`src/rtl/id_ex_stage.sv`:
```
`default_nettype none
// ============================================================================
// Module      : id_ex_stage
// Description : Single-entry decode/issue pipeline register in front of the
//               ALU. Accepts one RV32I instruction per valid/ready handshake,
//               decodes it and presents registered opcode/funct fields, ALU
//               operands, writeback target and control-flow side information.
//               Supports downstream stall and upstream flush.
// Revision    : 1.0 - initial release
// ============================================================================
module id_ex_stage (
    input  logic        clk,
    input  logic        rst,
    // upstream handshake
    input  logic        in_valid,
    output logic        in_ready,
    input  logic [31:0] instr,
    input  logic [31:0] pc,
    input  logic [31:0] rs1_data,
    input  logic [31:0] rs2_data,
    input  logic        flush,
    // downstream handshake
    output logic        out_valid,
    input  logic        out_ready,
    // decoded, registered results
    output logic [6:0]  opcode_reg,
    output logic [2:0]  funct3_reg,
    output logic [6:0]  funct7_reg,
    output logic [31:0] SrcA,
    output logic [31:0] SrcB,
    output logic [4:0]  rd_reg,
    output logic        reg_write,
    output logic [31:0] store_data,
    output logic [31:0] link_addr,
    output logic [31:0] target_addr,
    output logic        illegal
);

    // RV32I major opcodes handled by this stage
    localparam logic [6:0] c_OP_R      = 7'b0110011;
    localparam logic [6:0] c_OP_IMM    = 7'b0010011;
    localparam logic [6:0] c_OP_LOAD   = 7'b0000011;
    localparam logic [6:0] c_OP_JALR   = 7'b1100111;
    localparam logic [6:0] c_OP_STORE  = 7'b0100011;
    localparam logic [6:0] c_OP_BRANCH = 7'b1100011;
    localparam logic [6:0] c_OP_JAL    = 7'b1101111;
    localparam logic [6:0] c_OP_LUI    = 7'b0110111;
    localparam logic [6:0] c_OP_AUIPC  = 7'b0010111;

    // OP-IMM funct3 codes that carry a shift amount instead of an immediate
    localparam logic [2:0] c_F3_SLLI   = 3'b001;
    localparam logic [2:0] c_F3_SRXI   = 3'b101;

    // ------------------------------------------------------------------------
    // Instruction fields
    // ------------------------------------------------------------------------
    logic [6:0]  w_opcode;
    logic [2:0]  w_funct3;
    logic [6:0]  w_funct7_raw;
    logic [4:0]  w_rd;
    logic [4:0]  w_shamt;

    assign w_opcode     = instr[6:0];
    assign w_funct3     = instr[14:12];
    assign w_funct7_raw = instr[31:25];
    assign w_rd         = instr[11:7];
    assign w_shamt      = instr[24:20];

    // ------------------------------------------------------------------------
    // Sign-extended immediates
    // ------------------------------------------------------------------------
    logic [31:0] w_imm_i;
    logic [31:0] w_imm_s;
    logic [31:0] w_imm_b;
    logic [31:0] w_imm_j;
    logic [31:0] w_imm_u;

    assign w_imm_i = {{20{instr[31]}}, instr[31:20]};
    assign w_imm_s = {{20{instr[31]}}, instr[31:25], instr[11:7]};
    assign w_imm_b = {{19{instr[31]}}, instr[31], instr[7], instr[30:25],
                      instr[11:8], 1'b0};
    assign w_imm_j = {{11{instr[31]}}, instr[31], instr[19:12], instr[20],
                      instr[30:21], 1'b0};
    assign w_imm_u = {instr[31:12], 12'b0};

    // ------------------------------------------------------------------------
    // Handshake
    // ------------------------------------------------------------------------
    logic r_out_valid;
    logic w_in_ready;
    logic w_load;

    // The slot can take a new instruction when empty or when it drains this
    // same cycle; a flush blocks acceptance so the incoming word is dropped.
    assign w_in_ready = !flush && (!r_out_valid || out_ready);
    assign w_load     = in_valid && w_in_ready;

    // ------------------------------------------------------------------------
    // Decode: operand select, writeback and side information
    // ------------------------------------------------------------------------
    logic [6:0]  w_funct7;
    logic [31:0] w_src_a;
    logic [31:0] w_src_b;
    logic        w_writes_rd;
    logic [31:0] w_store_data;
    logic [31:0] w_target_addr;
    logic        w_illegal;
    logic [31:0] w_link_addr;

    assign w_link_addr = pc + 32'd4;

    // Opcode-driven operand and control decode; unknown opcodes issue as a
    // harmless zero-operand, non-writing instruction flagged illegal.
    always_comb begin
        w_funct7      = 7'b0;
        w_src_a       = 32'b0;
        w_src_b       = 32'b0;
        w_writes_rd   = 1'b0;
        w_store_data  = 32'b0;
        w_target_addr = 32'b0;
        w_illegal     = 1'b0;
        case (w_opcode)
            c_OP_R: begin
                w_src_a     = rs1_data;
                w_src_b     = rs2_data;
                w_funct7    = w_funct7_raw;
                w_writes_rd = 1'b1;
            end
            c_OP_IMM: begin
                w_src_a     = rs1_data;
                w_writes_rd = 1'b1;
                if (w_funct3 == c_F3_SLLI || w_funct3 == c_F3_SRXI) begin
                    // shifts keep funct7 so SRAI is distinguishable from SRLI
                    w_src_b  = {27'b0, w_shamt};
                    w_funct7 = w_funct7_raw;
                end else begin
                    // upper immediate bits must not look like SUB to the ALU
                    w_src_b  = w_imm_i;
                    w_funct7 = 7'b0;
                end
            end
            c_OP_LOAD: begin
                w_src_a     = rs1_data;
                w_src_b     = w_imm_i;
                w_writes_rd = 1'b1;
            end
            c_OP_JALR: begin
                w_src_a     = rs1_data;
                w_src_b     = w_imm_i;
                w_writes_rd = 1'b1;
            end
            c_OP_STORE: begin
                w_src_a      = rs1_data;
                w_src_b      = w_imm_s;
                w_store_data = rs2_data;
            end
            c_OP_BRANCH: begin
                w_src_a       = rs1_data;
                w_src_b       = rs2_data;
                w_target_addr = pc + w_imm_b;
            end
            c_OP_JAL: begin
                w_src_a     = pc;
                w_src_b     = w_imm_j;
                w_writes_rd = 1'b1;
            end
            c_OP_LUI: begin
                w_src_a     = 32'b0;
                w_src_b     = w_imm_u;
                w_writes_rd = 1'b1;
            end
            c_OP_AUIPC: begin
                w_src_a     = pc;
                w_src_b     = w_imm_u;
                w_writes_rd = 1'b1;
            end
            default: begin
                w_illegal = 1'b1;
            end
        endcase
    end

    // ------------------------------------------------------------------------
    // Pipeline register
    // ------------------------------------------------------------------------
    logic [6:0]  r_opcode;
    logic [2:0]  r_funct3;
    logic [6:0]  r_funct7;
    logic [31:0] r_src_a;
    logic [31:0] r_src_b;
    logic [4:0]  r_rd;
    logic        r_reg_write;
    logic [31:0] r_store_data;
    logic [31:0] r_link_addr;
    logic [31:0] r_target_addr;
    logic        r_illegal;

    // Valid flag: reset beats flush, flush beats any handshake.
    always_ff @(posedge clk) begin
        if (rst) begin
            r_out_valid <= 1'b0;
        end else if (flush) begin
            r_out_valid <= 1'b0;
        end else if (w_load) begin
            r_out_valid <= 1'b1;
        end else if (out_ready) begin
            r_out_valid <= 1'b0;
        end
    end

    // Payload: captured only on an accepted transfer, held otherwise.
    always_ff @(posedge clk) begin
        if (rst) begin
            r_opcode      <= 7'b0;
            r_funct3      <= 3'b0;
            r_funct7      <= 7'b0;
            r_src_a       <= 32'b0;
            r_src_b       <= 32'b0;
            r_rd          <= 5'b0;
            r_reg_write   <= 1'b0;
            r_store_data  <= 32'b0;
            r_link_addr   <= 32'b0;
            r_target_addr <= 32'b0;
            r_illegal     <= 1'b0;
        end else if (w_load) begin
            r_opcode      <= w_opcode;
            r_funct3      <= w_funct3;
            r_funct7      <= w_funct7;
            r_src_a       <= w_src_a;
            r_src_b       <= w_src_b;
            r_rd          <= w_rd;
            r_reg_write   <= w_writes_rd && (w_rd != 5'd0);
            r_store_data  <= w_store_data;
            r_link_addr   <= w_link_addr;
            r_target_addr <= w_target_addr;
            r_illegal     <= w_illegal;
        end
    end

    assign in_ready    = w_in_ready;
    assign out_valid   = r_out_valid;
    assign opcode_reg  = r_opcode;
    assign funct3_reg  = r_funct3;
    assign funct7_reg  = r_funct7;
    assign SrcA        = r_src_a;
    assign SrcB        = r_src_b;
    assign rd_reg      = r_rd;
    assign reg_write   = r_reg_write;
    assign store_data  = r_store_data;
    assign link_addr   = r_link_addr;
    assign target_addr = r_target_addr;
    assign illegal     = r_illegal;

endmodule
`default_nettype wire
```
`config.mk`:
```
export PLATFORM = sky130hd
export DESIGN_NAME = id_ex_stage
export DESIGN_NICKNAME = d
export VERILOG_FILES = /design/src/rtl/id_ex_stage.sv
export SDC_FILE = /design/constraint.sdc
export NUM_CORES = 1
export LEC_CHECK = 0
export ABC_AREA = 0
export CAP_MARGIN = 20
export CORE_MARGIN = 10
export CORE_UTILIZATION = 55
export CTS_CLUSTER_DIAMETER = 120
export CTS_CLUSTER_SIZE = 25
export DETAILED_ROUTE_END_ITERATION = 12
export DONT_BUFFER_PORTS = 1
export GPL_TIMING_DRIVEN = 1
export PLACE_DENSITY = 0.7
export SLEW_MARGIN = 0
export SYNTH_ARGS = -nofsm -noshare
export SYNTH_HDL_FRONTEND = slang
export SYNTH_SLANG_ARGS = --single-unit
export TNS_END_PERCENT = 1
```
`constraint.sdc`:
```
create_clock -name clk -period 3.46 [get_ports clk]
set_input_delay 0.519 -clock clk [delete_from_list [all_inputs] [get_ports clk]]
set_output_delay 0.519 -clock clk [all_outputs]
set_load 0.03 [all_outputs]
```
==> summary.txt <==
Drt
  – Routed metal-1 wirelength: around 11 mm
  – Vias per inst: 6.318
  – Drt pass-1 iters: 5
  – Vias: 8378
  – DR WL/cell: between 20 and 25 um
  – Iteration-0 DRC Markers: 779
  – Final Routed Wirelength: 31.25 mm
  – Final antenna-violating net count: 0
  – Highest Signal Layer: met4
  – WL met3: approximately 3.9 mm
  – Detail Route met2 WL: 15.82 mm
  – DRC viols: 0

Hold path
  – Worst min path class: input pin to flop
  – Hold-critical path depth: 1

Power and ir drop
  – Pint: about 3.5 mW
  – PD cells: 493.7 nW/um2
  – Static Leakage: around 3.5 nW
  – Reg power frac: 0.478
  – Max VDD drop: 0.3745 mV
  – Gate power share: 0.115
  – Switching Share: 0.2956
  – Clock share of power: 0.406
  – Switching Power: 1.451 mW

Floorplan
  – Die Width: 149.7 um
  – Row count: 47
  – Core Area: 16520 um2
  – Initial core utilization: 0.5599
  – Die height: 149.7 um
  – Die Area: 22410 um2
  – Number of I/O pins: 319

STA
  – Post-layout minimum cycle time: between 2 and 2.5 ns
  – Setup ws final: 0.9650 ns
  – Setup TNS: 0 ns
  – Max-slew headroom: 0.4033
  – WHS: 0.1552 ns
  – Final period util: 0.7211
  – Final Max Slew Viols: 0
  – Fin. Hold Viols: 0
  – Setup violators final: 0
  – RSZ-0062 raised after global routing: false
  – Tightest Pin Transition: 0.8918 ns
  – Peak Freq: 400.8 MHz
  – Worst Clk Skew: 0.006782 ns

Clock tree
  – Clock Sinks: 185
  – CTS tree: built
  – Post-CTS setup repair buffer count: 0
  – CTS root buffer: clkbuf_16
  – Clock Path Buffers: 2
  – CTS resizes: 0
  – H-tree depth: 4
  – Clock transition at path regs: about 0.08 ns
  – CTS buffer count: 17
  – Clock latency on the worst-skew pair: 0.44 ns
  – Post-CTS Hold Fix Bufs: 0

Yosys
  – Mapped Area: 9251 um2
  – Syn Inst Count: about 1100
  – Yosys warnings: 0
  – #FFs+latches synth: between 150 and 200
  – Top cell type's share of synthesized area: 0.4003
  – Synthesized area per cell: 8.101 um2
  – Synth cell types: 66
  – Post-synth EDFFs: 0
  – Yosys top cell by area: dfxtp_1
  – Top cells by area, synth: dfxtp_1 (40%), a21oi_1 (7.2%), nor2_1 (6.6%)
  – Post-synthesis sequential area ratio: 0.4003
  – Syn nets: around 1300
  – Async set-reset flop share out of synthesis: 0
  – Ys flop type: dfxtp_1

Worst setup path
  – Worst path cell trace: nor2b_1 -> nor2_2 -> buf_4 -> and2_4 -> buf_12 -> o21ai_2 -> buf_4 -> a21oi_1 -> a21oi_1 -> nor2_1
  – Worst Setup Start Kind: flop
  – Critical Path Start: out_valid$_SDFFE_PP0P_
  – Reg2Reg Depth: 10
  – Crit path buffers/inverters: 3
  – Crit-path max cell delay: 0.52 ns
  – Arrival @ worst endpoint: 2.80 ns
  – Worst reg2reg setup slack: ~0.97 ns
  – Stages on worst setup path: 10
  – Worst setup path category: flop to flop
  – Cell family with most CP delay: buffers and inverters
  – End of the critical path: SrcB[27]$_SDFFE_PP0P_
  – CP required: 3.77 ns
  – RR Startpoint: out_valid$_SDFFE_PP0P_
  – CP max-delay cell: dfxtp_1
  – Reg-to-reg endpoint: SrcB[27]$_SDFFE_PP0P_
  – Crit-path max FO: 91
  – CP Capture Type: flop

Place
  – Post-DP HPWL: roughly 23 mm
  – PortBufs: 0
  – GPL Wtd Cong: 0.8977
  – Place WS: 0.5763 ns

Outcome
  – Result of the run: finished, final reports clean

Global route
  – Antenna violations before repair: 1
  – Gr usage total: 0.2612
  – First-pass GRT wire length: 46.22 mm
  – Total grt overflow: 0
  – Vias in the first global route: between 7000 and 8000
  – Largest net degree at the start of global routing: 172

Cells and area
  – Layout cells sized above 1: 0.07595
  – Commonest non-fill, non-tap cells in the layout: dfxtp_1 (185), nor2_1 (160), a21oi_1 (133)
  – Most common cell after layout, fill and taps aside: dfxtp_1
  – Area Overhead vs Synth: 7.493%
  – Nets@finish: ~1300
  – Diodes inserted: 0

Job
  – MaxCap Viol Count: 0
area by class of cell:
cell class              instances  area, um2
clock buffers                  19      442.9
clock inverters                13      156.4
fillers                      1507       6580
inverters                       8      30.03
multi-input cells             868       5214
flip-flops and latches        185       3704
well taps                     220      275.3
repair buffers                 13      122.6
cell usage after synthesis, types with 3 or more instances:
master	n
buf_2	12
nor2b_1	3
inv_1	8
buf_1	9
clkbuf_1	58
nor3_2	3
o21ai_0	31
o21a_1	6
nor2_1	162
ha_1	31
a211oi_2	5
dfxtp_1	185
xor2_1	30
nand4_1	9
or3_1	5
and2_1	3
nor3_1	46
a311oi_1	3
xnor2_1	21
nand2_1	125
o21bai_1	8
nand3_1	55
a221oi_1	32
a22oi_1	48
a222oi_1	4
and3_1	6
a21oi_1	133
a211oi_1	28
a21oi_2	5
a21o_1	15
o21ai_1	6
through the flow:
step | cell area [um2] | instances | utilization | power (mW)
global route | 9945 | 1326 | 0.6018 | 5.073
global placement | 9345 | 1294 | 0.5655 | 2.954
CTS | 9945 | 1326 | 0.6018 | 4.924
finish | 9945 | 1326 | 0.6018 | 4.909
floorplan | 9251 | 1142 | - | 2.867
detailed placement | 9345 | 1294 | 0.5655 | 2.961
worst reg2reg max path: cells and delay by family (launching register included):
family / cells / cell delay, ns
compound gates: 3 / 0.54
buf+inv: 3 / 0.77
flops: 1 / 0.52
simple gates: 4 / 0.55
power groups by stage:
stage                     registers [mW]  logic (mW)  clock network [mW]
final                               2.35       0.567                1.99
after global routing                2.36       0.623                2.09
after CTS                           2.35       0.564                2.01
after detailed placement            2.40       0.559                   0
after global placement              2.40       0.553                   0
after floorplan                     2.38       0.489                   0
metal layers:
layer,GRT usage,vias up
met5,0,-
met4,0.08552,0
met3,0.1165,52
met2,0.4495,373
met1,0.2805,3935
li1,-,4018
worst min-delay path by stage:
stage	to	slack [ns]	start
floorplan	target_addr[24]$_SDFFE_PP0P_	0.57	target_addr[24]$_SDFFE_PP0P_
global placement	target_addr[24]$_SDFFE_PP0P_	0.59	target_addr[24]$_SDFFE_PP0P_
detailed placement	target_addr[28]$_SDFFE_PP0P_	0.60	target_addr[28]$_SDFFE_PP0P_
CTS	out_valid$_SDFFE_PP0P_	0.15	flush
global route	SrcA[30]$_SDFFE_PP0P_	0.14	rst
finish	SrcA[31]$_SDFFE_PP0P_	0.16	rst
cells by family (layout without fill, tap and decap cells):
| family | Yosys count | in the layout | share of synthesized area |
|---|---|---|---|
| fa+ha+maj | 32 | 32 | 0.04409 |
| compound gates | 348 | 348 | 0.2563 |
| xor+xnor | 51 | 51 | 0.04828 |
| flops | 185 | 185 | 0.4003 |
| buf+inv | 89 | 53 | 0.03895 |
| simple gates | 437 | 437 | 0.2121 |
(Power assumes the default switching activity.)
